### src/rtl/sdram_stream_dma.sv
// sdram_stream_dma: two-channel DMA in front of the SDRAM controller user port.
//   MM2S reads a linear word block from SDRAM into a small FIFO and streams it
//   out on m_t*; S2MM takes words from s_t* through a one-word hold register
//   and writes them linearly. A single arbiter serialises both channels onto
//   the controller, alternating priority between the two after every grant.
// Ports:
//   clk, rst                     clock, asynchronous active-high reset
//   rd_start/rd_base/rd_len      MM2S launch; rd_active, rd_done status
//   wr_start/wr_base/wr_len      S2MM launch; wr_active, wr_done status
//   m_tdata/m_tvalid/m_tready/m_tlast   MM2S output stream
//   s_tdata/s_tvalid/s_tready           S2MM input stream
//   ctl_addr/ctl_rw/ctl_wdata/ctl_in_valid   requests to the controller
//   ctl_busy/ctl_rdata/ctl_out_valid         responses from the controller
// Optional build macro SDMA_PERF_CNT_EN adds perf_stall_cnt, a saturating
// count of stream stall cycles.
`timescale 1ns/1ps
module sdram_stream_dma #(
   parameter int unsigned ADDR_WIDTH = 23,
   parameter int unsigned DATA_WIDTH = 32,
   parameter int unsigned LEN_WIDTH  = 16,
   parameter int unsigned FIFO_DEPTH = 8
) (
   input  logic                  clk,
   input  logic                  rst,
   input  logic                  rd_start,
   input  logic [ADDR_WIDTH-1:0] rd_base,
   input  logic [LEN_WIDTH-1:0]  rd_len,
   output logic                  rd_active,
   output logic                  rd_done,
   input  logic                  wr_start,
   input  logic [ADDR_WIDTH-1:0] wr_base,
   input  logic [LEN_WIDTH-1:0]  wr_len,
   output logic                  wr_active,
   output logic                  wr_done,
   output logic [DATA_WIDTH-1:0] m_tdata,
   output logic                  m_tvalid,
   input  logic                  m_tready,
   output logic                  m_tlast,
   input  logic [DATA_WIDTH-1:0] s_tdata,
   input  logic                  s_tvalid,
   output logic                  s_tready,
   output logic [ADDR_WIDTH-1:0] ctl_addr,
   output logic                  ctl_rw,
   output logic [DATA_WIDTH-1:0] ctl_wdata,
   output logic                  ctl_in_valid,
   input  logic                  ctl_busy,
   input  logic [DATA_WIDTH-1:0] ctl_rdata,
   input  logic                  ctl_out_valid
`ifdef SDMA_PERF_CNT_EN
   ,
   output logic [31:0]           perf_stall_cnt
`endif
);

   localparam int unsigned PW = (FIFO_DEPTH > 1) ? $clog2(FIFO_DEPTH) : 1;
   localparam int unsigned CW = PW + 1;
   localparam logic [CW-1:0] DEPTH_C = CW'(FIFO_DEPTH);

   typedef enum logic [2:0] {S_IDLE, S_R_ISSUE, S_R_WAIT, S_W_ISSUE, S_W_GUARD} state_e;

   state_e state_q, state_d;
   logic   prio_rd_q, prio_rd_d;
   logic   grant_rd, grant_wr;

   logic                  rd_active_q, rd_done_q;
   logic [ADDR_WIDTH-1:0] rd_addr_q;
   logic [LEN_WIDTH-1:0]  rd_issue_rem_q, rd_deliv_rem_q;

   logic [DATA_WIDTH-1:0] fifo_mem [FIFO_DEPTH];
   logic [PW-1:0]         fifo_wp_q, fifo_rp_q;
   logic [CW-1:0]         fifo_cnt_q;

   logic                  wr_active_q, wr_done_q, hold_full_q;
   logic [ADDR_WIDTH-1:0] wr_addr_q;
   logic [LEN_WIDTH-1:0]  wr_accept_rem_q, wr_issue_rem_q;
   logic [DATA_WIDTH-1:0] hold_q;

   logic [ADDR_WIDTH-1:0] ctl_addr_q;
   logic [DATA_WIDTH-1:0] ctl_wdata_q;

   logic rd_start_ok, wr_start_ok, fifo_push, fifo_pop, rd_elig, wr_elig, s_hs, wr_finish;

   assign rd_start_ok = rd_start & ~rd_active_q;
   assign wr_start_ok = wr_start & ~wr_active_q;
   // Returned data is only taken while a read is actually outstanding.
   assign fifo_push   = (state_q == S_R_WAIT) & ctl_out_valid;
   assign m_tvalid    = (fifo_cnt_q != '0);
   assign fifo_pop    = m_tvalid & m_tready;
   // Words leave in issue order, so the head is final when one word remains.
   assign m_tlast     = m_tvalid & (rd_deliv_rem_q == LEN_WIDTH'(1));
   assign m_tdata     = m_tvalid ? fifo_mem[fifo_rp_q] : '0;
   // Grants happen only in IDLE, so no read is in flight when this is tested.
   assign rd_elig     = rd_active_q & (rd_issue_rem_q != '0) & (fifo_cnt_q < DEPTH_C);
   assign wr_elig     = hold_full_q;
   assign s_tready    = wr_active_q & ~hold_full_q & (wr_accept_rem_q != '0);
   assign s_hs        = s_tvalid & s_tready;
   assign wr_finish   = (state_q == S_IDLE) & ~ctl_busy & wr_active_q & (wr_issue_rem_q == '0);

   assign rd_active    = rd_active_q;
   assign rd_done      = rd_done_q;
   assign wr_active    = wr_active_q;
   assign wr_done      = wr_done_q;
   assign ctl_addr     = ctl_addr_q;
   assign ctl_wdata    = ctl_wdata_q;
   assign ctl_in_valid = (state_q == S_R_ISSUE) | (state_q == S_W_ISSUE);
   assign ctl_rw       = (state_q == S_W_ISSUE);

   always_ff @(posedge clk or posedge rst) begin
      if (rst) begin
         state_q   <= S_IDLE;
         prio_rd_q <= 1'b1;
      end else begin
         state_q   <= state_d;
         prio_rd_q <= prio_rd_d;
      end
   end

   always_comb begin
      state_d   = state_q;
      prio_rd_d = prio_rd_q;
      grant_rd  = 1'b0;
      grant_wr  = 1'b0;
      case (state_q)
         S_IDLE: begin
            if (!ctl_busy) begin
               if (rd_elig && (!wr_elig || prio_rd_q)) grant_rd = 1'b1;
               else if (wr_elig)                       grant_wr = 1'b1;
               if (grant_rd)      state_d = S_R_ISSUE;
               else if (grant_wr) state_d = S_W_ISSUE;
               if (grant_rd || grant_wr) prio_rd_d = ~prio_rd_q;
            end
         end
         S_R_ISSUE: state_d = S_R_WAIT;
         S_R_WAIT:  if (ctl_out_valid) state_d = S_IDLE;
         S_W_ISSUE: state_d = S_W_GUARD;
         S_W_GUARD: state_d = S_IDLE;
         default:   state_d = S_IDLE;
      endcase
   end

   // Request address/data are captured at grant and held until the next grant.
   always_ff @(posedge clk or posedge rst) begin
      if (rst) begin
         ctl_addr_q  <= '0;
         ctl_wdata_q <= '0;
      end else if (grant_rd) begin
         ctl_addr_q  <= rd_addr_q;
      end else if (grant_wr) begin
         ctl_addr_q  <= wr_addr_q;
         ctl_wdata_q <= hold_q;
      end
   end

   always_ff @(posedge clk or posedge rst) begin
      if (rst) begin
         rd_active_q    <= 1'b0;
         rd_done_q      <= 1'b0;
         rd_addr_q      <= '0;
         rd_issue_rem_q <= '0;
         rd_deliv_rem_q <= '0;
      end else begin
         rd_done_q <= 1'b0;
         if (rd_start_ok) begin
            rd_addr_q      <= rd_base;
            rd_issue_rem_q <= rd_len;
            rd_deliv_rem_q <= rd_len;
            if (rd_len == '0) rd_done_q   <= 1'b1;
            else              rd_active_q <= 1'b1;
         end else begin
            if (grant_rd) begin
               rd_addr_q      <= rd_addr_q + ADDR_WIDTH'(1);
               rd_issue_rem_q <= rd_issue_rem_q - LEN_WIDTH'(1);
            end
            if (fifo_pop) begin
               rd_deliv_rem_q <= rd_deliv_rem_q - LEN_WIDTH'(1);
               if (m_tlast) begin
                  rd_active_q <= 1'b0;
                  rd_done_q   <= 1'b1;
               end
            end
         end
      end
   end

   always_ff @(posedge clk) begin
      if (fifo_push) fifo_mem[fifo_wp_q] <= ctl_rdata;
   end

   always_ff @(posedge clk or posedge rst) begin
      if (rst) begin
         fifo_wp_q  <= '0;
         fifo_rp_q  <= '0;
         fifo_cnt_q <= '0;
      end else begin
         if (fifo_push) fifo_wp_q <= fifo_wp_q + PW'(1);
         if (fifo_pop)  fifo_rp_q <= fifo_rp_q + PW'(1);
         case ({fifo_push, fifo_pop})
            2'b10:   fifo_cnt_q <= fifo_cnt_q + CW'(1);
            2'b01:   fifo_cnt_q <= fifo_cnt_q - CW'(1);
            default: fifo_cnt_q <= fifo_cnt_q;
         endcase
      end
   end

   always_ff @(posedge clk or posedge rst) begin
      if (rst) begin
         wr_active_q     <= 1'b0;
         wr_done_q       <= 1'b0;
         hold_full_q     <= 1'b0;
         hold_q          <= '0;
         wr_addr_q       <= '0;
         wr_accept_rem_q <= '0;
         wr_issue_rem_q  <= '0;
      end else begin
         wr_done_q <= 1'b0;
         if (wr_start_ok) begin
            wr_addr_q       <= wr_base;
            wr_accept_rem_q <= wr_len;
            wr_issue_rem_q  <= wr_len;
            if (wr_len == '0) wr_done_q   <= 1'b1;
            else              wr_active_q <= 1'b1;
         end else begin
            if (s_hs) begin
               hold_q          <= s_tdata;
               hold_full_q     <= 1'b1;
               wr_accept_rem_q <= wr_accept_rem_q - LEN_WIDTH'(1);
            end
            if (grant_wr) begin
               wr_addr_q      <= wr_addr_q + ADDR_WIDTH'(1);
               wr_issue_rem_q <= wr_issue_rem_q - LEN_WIDTH'(1);
            end
            if (state_q == S_W_ISSUE) hold_full_q <= 1'b0;
            if (wr_finish) begin
               wr_active_q <= 1'b0;
               wr_done_q   <= 1'b1;
            end
         end
      end
   end

`ifdef SDMA_PERF_CNT_EN
   logic        stall;
   logic [31:0] perf_q;
   assign stall          = (m_tvalid & ~m_tready) | (s_tvalid & ~s_tready & wr_active_q);
   assign perf_stall_cnt = perf_q;

   always_ff @(posedge clk or posedge rst) begin
      if (rst)                            perf_q <= '0;
      else if (rd_start_ok || wr_start_ok) perf_q <= '0;
      else if (stall && (perf_q != '1))    perf_q <= perf_q + 32'd1;
   end
`endif

endmodule

### config.mk
export PLATFORM = sky130hd
export DESIGN_NAME = sdram_stream_dma
export DESIGN_NICKNAME = d
export VERILOG_FILES = /design/src/rtl/sdram_stream_dma.sv
export SDC_FILE = /design/constraint.sdc
export NUM_CORES = 1
export LEC_CHECK = 0
export CORE_AREA = 4 4 148 293
export CTS_BUF_LIST = sky130_fd_sc_hd__clkbuf_16
export CTS_CLUSTER_SIZE = 25
export DETAILED_ROUTE_END_ITERATION = 12
export DIE_AREA = 0 0 152 297
export GPL_TIMING_DRIVEN = 0
export HOLD_SLACK_MARGIN = 0.02
export PLACE_DENSITY_LB_ADDON = 0.08
export SYNTH_ARGS = -nofsm -noshare
export SYNTH_HDL_FRONTEND = slang
export SYNTH_SLANG_ARGS = --single-unit
export TNS_END_PERCENT = 1
### constraint.sdc
create_clock -name clk -period 19 [get_ports clk]
set_input_delay 1.9 -clock clk [delete_from_list [all_inputs] [get_ports clk]]
set_output_delay 1.9 -clock clk [all_outputs]
set_load 0.005 [all_outputs]
After elaboration in Yosys (flattened, before gate mapping)
Memory sizes are Yosys's and may differ from the RTL's.
Cells that the tools add are included.
Widths: inputs -> output; s select.
{"block": "word_totals", "register_bits": 216, "mem_bits_rw": 256, "out_inout_bits": 96, "n_memories": 1}
{"memory": "fifo_mem", "depth": 8, "word_bits": 32, "read_ports": 1, "rd_clocked_by_memory_dff": 0, "write_ports": 1, "line_no": "69", "rtl": "logic [DATA_WIDTH-1:0] fifo_mem [FIFO_DEPTH];"}
{"block": "op_classes", "add_sub_neg": 10, "order_cmp": 1, "eq_ne": 11, "muxes": 50, "bitwise": 21, "reduce_logical": 27}
{"cell": "$mux 23", "n": 6}
{"cell": "$mux 16", "n": 8}
{"cell": "$sub 16x1->16 const B", "n": 4}
{"cell": "$logic_not 16->1", "n": 3}
{"cell": "$add 23x1->23 const B", "n": 2}
{"cell": "$mux 32", "n": 1}
{"cell": "$reduce_bool 16->1", "n": 2}
{"cell": "$mux 1", "n": 29}
{"cell": "$reduce_bool 2->1", "n": 9}
{"cell": "$eq 16x1->1 const B", "n": 1}
{"cell": "$and 1x1->1", "n": 13}
{"cell": "$mux 3", "n": 4}
{"cell": "$pmux 3 s4", "n": 1}
{"cell": "$reduce_and 3->1", "n": 3}
{"cell": "$ne 2x2->1 const B", "n": 4}
{"cell": "$pmux 4 s2", "n": 1}
{"cell": "$reduce_and 2->1", "n": 4}
{"cell": "$not 1->1", "n": 7}
{"cell": "$add 3x1->3 const B", "n": 2}
{"cell": "$eq 3x2->1 const B", "n": 2}
{"cell": "$add 4x1->4 const B", "n": 1}
{"cell": "$lt 4x4->1 const B", "n": 1}
{"cell": "$reduce_bool 4->1", "n": 1}
{"cell": "$sub 4x1->4 const B", "n": 1}
{"cell": "other kinds (9)", "n": 10}

Depth between registers and ports, before layout
Gate-level depths: netlist of run 1.
{"block": "logic_depth", "depth_word": 11, "ltp_mapped": 10, "mapped_depth_nobuf": 9}

Worst setup path before layout of run 1
OpenSTA, ideal clock, no wires.
{"block": "synth_path", "path_type": "input-to-reg", "startpoint": "input port ctl_out_valid", "endpoint": "memory fifo_mem[1][0], enable pin", "setup_ns": 0.461, "arrival_ns": 5.014, "required_ns": 18.539, "slack_ns": 13.525, "path_stages": 3, "path_buffers": 0, "path_cell_list": "nor4bb_1 -> nand2_1 -> nor3_1"}
{"block": "synth_via", "elab_chain_len": 3}
{"item": "start, declared", "line_no": "48", "rtl": "input logic ctl_out_valid"}
{"item": "$and 1x1->1", "line_no": "86", "rtl": "assign fifo_push = (state_q == S_R_WAIT) & ctl_out_valid;"}
{"item": "$mux 1", "line_no": "186", "rtl": "if (fifo_push) fifo_mem[fifo_wp_q] <= ctl_rdata;"}
{"item": "$mux 1 (not written as such)", "line_no": "186"}
{"item": "end, declared", "line_no": "69"}
No other way between the ends.

Worst setup path after layout of run 1
{"block": "layout_path", "startpoint": "register fifo_rp_q[0]", "endpoint": "output port m_tdata[16]"}
{"block": "layout_via", "elab_chain_len": 2}
{"item": "start, declared", "line_no": "70", "rtl": "logic [PW-1:0] fifo_wp_q, fifo_rp_q;"}
{"item": "start signal, assigned", "line_no": "196", "rtl": "if (fifo_pop) fifo_rp_q <= fifo_rp_q + PW'(1);"}
{"item": "$mem_v2 8x32"}
{"item": "$mux 32", "line_no": "91", "rtl": "assign m_tdata = m_tvalid ? fifo_mem[fifo_rp_q] : '0;"}
{"item": "end, declared", "line_no": "35", "rtl": "output logic [DATA_WIDTH-1:0] m_tdata,"}
No other way between the ends.

==> metrics.md, run 1 <==
| Metric | Value |
|---|---|
| Outcome | finished clean |
| Vias | 13,700 |
| Worst EP arrival | 3.68 ns |
| Initial antenna violation count | 3 |
| Post-Syn Instances | approximately 1,400 |
| Number of global-route vias before repair | 14,300 |
| Fmax | 179 MHz |
| Commonest cells after routing, fill and taps aside | edfxtp_1 (256), clkdlybuf4s50_1 (245), dfrtp_1 (215) |
| Layout area overhead | 23.6% |
| Root buffer cell | clkbuf_16 |
| VDD IR-drop max | 101 uV |
| Crit path capture type | output pin |
| Max_cap viols | 0 |
| Minimum clock period | 5.58 ns |
| Layout net count | ~1,900 |
| Critical path launch point | fifo_rp_q[0]$_DFFE_PP0P_ |
| Syn_nets | 1,596 |
| Worst slack at placement | 13.46 ns |
| Tcrit/Tclk final | 29.4% |
| Final Wtd Congestion | 0.900 |
| I/O pin total | 246 |
| Layout cell share with drive strength beyond 1 | 13.7% |
| DRC Markers | 0 |
| Post-Route Skew | 0.0204 ns |
| Commonest non-fill, non-tap cell in the layout | edfxtp_1 |
| Vias/cell | 5.94 |
| Final HPWL DP | slightly below 40,000 um |
| Port bufs | 245 |
| # hold bufs at CTS | 0 |
| Clock latency on the worst-skew pair | 0.56 ns |
| Leakage power | just under 9 nW |
| Power Density | between 100 and 150 nW/um^2 |
| R2r startpoint | state_q[0]$_DFFE_PP0P_ |
| Tot GR Track Use | 24.0% |
| Starting Density | between 40% and 50% |
| Die X | 152 um |
| Routed Antenna Nets | 0 |
| Row count | roughly 110 |
| RSZ-0062 raised after global routing | no |
| Slew at the pin with the worst max-slew slack | 1.29 ns |
| Synth Area per Inst | roughly 14 um^2 |
| CTS tree | yes |
| Syn Std Cell Area | 20,300 um^2 |
| Die H | 297 um |
| Seq/Total Area, Yosys | approximately 64% |
| FF+latch count, synth | 472 |
| Resized cells post-CTS | 0 |
| Hold Path Class | register to register |
| Final setup viols | 0 |
| Die area | roughly 45,000 um^2 |
| Worst setup path endpoint | m_tdata[16] |
| CTS Buffer Depth | 3 |
| Fin. Hold Viols | 0 |
| Reg2Reg Depth | 5 |
| Final WS setup | 13.42 ns |
| Final instance area | 25,100 um^2 |
| Count of pins over their slew limit | 0 |
| Post-Layout Cell Count | 2,303 |
| Syn. warnings | 0 |
| Crit path launch type | register |
| Main synth FF type | edfxtp_1 |
| Crit Path Max Fanout | 10 |
| Largest net degree at the start of global routing | 131 |
| Reg-to-reg critical path endpoint | ctl_wdata[3]$_DFFE_PP0P_ |
| CTS Buf Count | 43 |
| DR WL/cell | ~24 um |
| Asr flop ratio synth | 45.8% |
| Count of cell types in the netlist | 58 |
| First-pass GRT wire length | about 85,000 um |
| Core ar. | just over 40,000 um^2 |
| Clk sink count | 472 |
| Final WL | between 50,000 and 60,000 um |
| H-tree depth | 2 |
| Crit path kind | register to output pin |
| CP Data Required Time | 17.10 ns |
| Post-synth EDFFs | 256 |
| Clk slew on worst S/H paths | 0.07 ns |
| 1st-iter DRT viols | 824 |
| Rel. slew slack | a little over an eighth |
| GR Overflow Total | 0 |
| Placed Instance Area | ~24,000 um^2 |
| Setup bufs post-CTS | 0 |
| Drt pass-1 iters | 7 |
| TNS Setup | 0 ns |
| Dpl cells | 2,226 |
| Slack of the worst reg-to-reg path | 15.39 ns |
| Fillcell total | ~3,300 |
## stage by stage
stage               hold WS (ns)  utilization [%]  total power, mW
floorplan                  0.457                -             2.26
global placement           0.479             57.2             2.82
detailed placement         0.491             57.9             2.86
CTS                        0.500             61.3             3.73
finish                     0.497             61.3             3.69
global route               0.510             61.3             3.90
## cells by family after synthesis
family / count (synthesis) / synth area share [%]
flip-flops: 472 / 64.4
AND/OR/NAND/NOR: 371 / 9.28
AO/OA/AOI/OAI: 243 / 8.07
multiplexers: 162 / 12.3
buffers and inverters: 94 / 1.76
XOR/XNOR: 74 / 3.19
adder cells (fa/ha/maj): 15 / 0.960
## how the worst min path moves through the flow
stage | from | end | slack (ns) | depth (start not counted)
detailed placement | hold_q[10]$_DFFE_PP0P_ | ctl_wdata[10]$_DFFE_PP0P_ | 0.49 | 1
finish | state_q[2]$_DFFE_PP0P_ | state_q[1]$_DFFE_PP0P_ | 0.50 | 1
global placement | state_q[2]$_DFFE_PP0P_ | state_q[1]$_DFFE_PP0P_ | 0.48 | 1
global route | hold_q[3]$_DFFE_PP0P_ | hold_q[3]$_DFFE_PP0P_ | 0.51 | 1
floorplan | state_q[2]$_DFFE_PP0P_ | state_q[1]$_DFFE_PP0P_ | 0.46 | 1
CTS | hold_q[19]$_DFFE_PP0P_ | ctl_wdata[19]$_DFFE_PP0P_ | 0.50 | 1
## layer usage
metal  vias to the layer above  wire length, um  track usage, %
li1                       6138                -               -
met1                      6887            19100            26.7
met2                       505            29500            44.4
met3                       157             2720            3.76
met4                         4             2940            11.3
met5                         -               23               0
## final cells by class
class / instances / area [um^2] / share of cell area (%)
Timing Repair Buffer: 260 / 2690 / 10.7
Clock inverter: 33 / 295 / 1.18
Clock buffer: 43 / 1080 / 4.28
Multi-Input combinational cell: 865 / 6930 / 27.6
Buffer: 73 / 279 / 1.11
Antenna cell: 1 / 2.50 / 0.00996
Tap cell: 535 / 669 / 2.66
Inverter: 21 / 86.3 / 0.344
Sequential cell: 472 / 13100 / 52.1
## power by group
part | internal [mW] | switching [mW] | leakage [nW] | total [mW]
clock | 0.461 | 0.392 | 0.676 | 0.853
sequential | 1.33 | 0.206 | 4.87 | 1.53
combinational | 0.687 | 0.613 | 3.28 | 1.30
## cell usage after synthesis (all sizes together), types with 4 or more instances
cell | number | area share [%]
inv | 21 | 0.39
o22ai | 24 | 0.74
xnor2 | 54 | 2.3
mux2i | 33 | 1.6
nand4b | 5 | 0.22
or4 | 18 | 0.68
ha | 14 | 0.86
o311ai | 12 | 0.52
and2 | 5 | 0.15
clkbuf | 61 | 1.1
dfrtp | 215 | 26
xor2 | 20 | 0.86
mux4 | 64 | 7.1
nor3 | 15 | 0.37
edfxtp | 256 | 38
nor2b | 4 | 0.12
o211ai | 29 | 1.1
and3 | 10 | 0.31
a211oi | 12 | 0.44
mux2 | 65 | 3.6
or3 | 13 | 0.40
nand2b | 9 | 0.28
buf | 12 | 0.25
nand3 | 33 | 0.81
and4 | 7 | 0.30
a221o | 4 | 0.20
nor2 | 82 | 1.5
o21bai | 4 | 0.15
nor4 | 20 | 0.65
a21oi | 39 | 0.98
a2bb2oi | 23 | 0.99
a21o | 4 | 0.15
or2 | 9 | 0.28
nand4 | 27 | 0.83
nand2 | 103 | 1.9
a2111oi | 16 | 0.69
o21ai | 60 | 1.5
## critical path, cell delays in order, from the launching register on
cell             delay [ns]
dfrtp_1                0.39
clkbuf_1               0.56
buf_1                  0.83
mux4_2                 0.60
mux2i_1                0.15
nor2_1                 0.08
clkdlybuf4s50_1        0.49
## sequential cells by signal (all words and copies together) (netlist names)
| signal | cells |
|---|---|
| rd_done | 1 |
| rd_deliv_rem_q | 16 |
| state_q | 3 |
| ctl_addr | 23 |
| rd_active | 1 |
| fifo_cnt_q | 4 |
| fifo_mem | 256 |
| ctl_wdata | 32 |
| fifo_rp_q | 3 |
| wr_issue_rem_q | 16 |
| hold_q | 32 |
| fifo_wp_q | 3 |
| rd_issue_rem_q | 16 |
| hold_full_q | 1 |
| wr_done | 1 |
| wr_addr_q | 23 |
| wr_active | 1 |
| wr_accept_rem_q | 16 |
| rd_addr_q | 23 |
| prio_rd_q | 1 |
No activity file was read; power rests on OpenSTA's default activity.
==> run 2: changes to the inputs <==
==> constraint.sdc (replaced) <==
create_clock -name clk -period 5.7 [get_ports clk]
set_input_delay 0.57 -clock clk [delete_from_list [all_inputs] [get_ports clk]]
set_output_delay 0.57 -clock clk [all_outputs]
set_load 0.005 [all_outputs]
==> metrics.md, run 2 (synthesis gave the netlist of run 1 again) <==
| Metric | Value |
|---|---|
| GR Overflow Total | 0 (unchanged) |
| Int Pwr | 8.38 mW (+240%) |
| Final setup viols | 0 (unchanged) |
| Dpl cells | 2,230 (+0.18%) |
| Crit path capture type | output pin |
| Reg with most FFs | fifo_mem |
| First-pass GRT wire length | 87,000 um (+2.8%) |
| Port bufs | 245 (unchanged) |
| Final HPWL DP | 40,400 um (+3.4%) |
| CTS Buffer Depth | 3 (unchanged) |
| Starting Density | 49.6% (unchanged) |
| Count of pins over their slew limit | 0 (unchanged) |
| Sw frac | 32.5% (-0.36 points) |
| Final Wtd Congestion | 0.923 (+2.5%) |
| Die H | 297 um (unchanged) |
| CP Data Required Time | 5.13 ns (-11.97 ns) |
| Part of the power in the clock network | 23.6% (+0.5 points) |
| DR WL/cell | 24.1 um (+2.3%) |
| Crit path launch type | register |
| CTS Buf Count | 42 (-2.3%) |
| Tot GR Track Use | 24.7% (+0.71 points) |
| Power Density | 491 nW/um^2 (+230%) |
| Layout net count | 1,905 (+0.21%) |
| Hold Path Class | input pin to async pin |
| Number of global-route vias before repair | 14,600 (+2.0%) |
| CTS tree | yes |
| Slack of the worst reg-to-reg path | 2.13 ns (-13.26 ns) |
| Final WL | 55,800 um (+2.7%) |
| Row count | 105 (unchanged) |
| Worst slack at placement | 1.47 ns (-11.99 ns) |
| Worst EP arrival | 3.69 ns (about the same) |
| Fillcell total | 3,264 (-0.46%) |
| Drt pass-1 iters | 5 (-2) |
| Tcrit/Tclk final | 74.7% |
| Commonest cells after routing, fill and taps aside | edfxtp_1 (256), clkdlybuf4s50_1 (245), dfrtp_1 (215) |
| Layout cell share with drive strength beyond 1 | 13.9% (+0.17 points) |
| Post-Route Skew | 0.0190 ns (-0.00131 ns) |
| Vias/cell | 5.89 (-0.94%) |
| Clock latency on the worst-skew pair | 0.56 ns (about the same) |
| Fmax | between 200 and 250 MHz |
| H-tree depth | 2 (unchanged) |
| 1st-iter DRT viols | 833 (+1.1%) |
| Final WS setup | 1.44 ns (-11.98 ns) |
| Setup bufs post-CTS | 0 (unchanged) |
| Commonest non-fill, non-tap cell in the layout | edfxtp_1 |
| Resized cells post-CTS | 0 (unchanged) |
| Net Sw Power | 4.03 mW (+230%) |
| TNS Setup | 0 ns (unchanged) |
| Slew at the pin with the worst max-slew slack | 1.22 ns (-0.0707 ns) |
| Layout area overhead | 24.5% |
| I/O pin total | 246 (unchanged) |
| Routed Antenna Nets | 0 (unchanged) |
| Clk sink count | 472 (unchanged) |
| Leakage power | 8.92 nW (+1.0%) |
| Outcome | finished clean |
| Vias | 13,600 (-0.56%) |
| Root buffer cell | clkbuf_16 |
| Hold Slack | 0.399 ns (-0.0978 ns) |
| Post-Layout Cell Count | 2,312 (+0.39%) |
| Rel. slew slack | 17.4% (+4.4 points) |
| Logic pwr share | 35.1% (-0.2 points) |
| Die X | 152 um (unchanged) |
| Crit Path Max Fanout | 10 (unchanged) |
| Die area | 45,100 um^2 (unchanged) |
| Crit path kind | register to output pin |
| DRC Markers | 0 (unchanged) |
| Minimum clock period | 4.26 ns |
| Layout Utilization | 61.7% (+0.42 points) |
| Fin. Hold Viols | 0 (unchanged) |
| VDD IR-drop max | 369 uV (+270%) |
| RSZ-0062 raised after global routing | no |
| Largest register FFs | 256 (unchanged) |
| Sequential Power Share | 41.3% (-0.3 points) |
| Core ar. | 41,000 um^2 (unchanged) |
| Initial antenna violation count | 3 (unchanged) |
| Clk slew on worst S/H paths | 0.06 ns (about the same) |
| Max_cap viols | 0 (unchanged) |
| # hold bufs at CTS | 0 (unchanged) |
| Largest net degree at the start of global routing | 42 (-68%) |
run 2: per-layer routing:
metal	up-vias	global-route usage, %	routed length, um
met5	-	0	0
met4	0	11.5	2790
met3	141	3.64	2840
met2	504	46.0	30300
met1	6821	27.4	19800
li1	6149	-	-
run 2: final timing paths:
kind | startpoint | end | cells past startpoint
worst max-delay path | fifo_rp_q[0]$_DFFE_PP0P_ | m_tdata[23] | 6
worst min-delay path | rst | rd_deliv_rem_q[9]$_DFFE_PP0P_ | 3
worst max register to register | rd_issue_rem_q[6]$_DFFE_PP0P_ | ctl_wdata[0]$_DFFE_PP0P_ | 6
worst min register to register | state_q[2]$_DFFE_PP0P_ | state_q[1]$_DFFE_PP0P_ | 1
max in group asynchronous | rst | hold_q[14]$_DFFE_PP0P_ | 8
min in group clk | state_q[2]$_DFFE_PP0P_ | state_q[1]$_DFFE_PP0P_ | 1
run 2: area by class of cell:
class                      count  area, um^2  share of cell area [%]
antenna                        3        7.51                  0.0297
buffer                        73         279                    1.10
clock buffer                  43        1080                    4.25
clock inverter                35         344                    1.36
inverter                      21        82.6                   0.326
multi-input combinational    865        6930                    27.4
sequential                   472       13100                    51.8
tap                          535         669                    2.65
timing repair buffer         265        2810                    11.1
run 2: power by group through the flow:
| stage | registers, mW | clock network, mW | logic [mW] |
|---|---|---|---|
| after global placement | 5.14 | 0 | 4.27 |
| after detailed placement | 5.17 | 0 | 4.41 |
| after floorplan | 4.96 | 0 | 2.58 |
| after CTS | 5.11 | 2.99 | 4.44 |
| final | 5.12 | 2.93 | 4.36 |
| after global routing | 5.21 | 3.13 | 4.76 |
run 2: worst max-delay path, stage by stage (launching register included):
cell,delay (ns)
dfrtp_1,0.38
clkbuf_1,0.58
buf_1,0.83
mux4_2,0.60
mux2i_1,0.19
nor2_1,0.08
clkdlybuf4s50_1,0.48
run 2: through the flow:
stage	power (mW)	instance area, um^2
5_1_grt	13.1	25300
6_report	12.4	25300
4_1_cts	12.5	25300
3_3_place_gp	9.42	23400
3_5_place_dp	9.58	23900
2_1_floorplan	7.53	20300
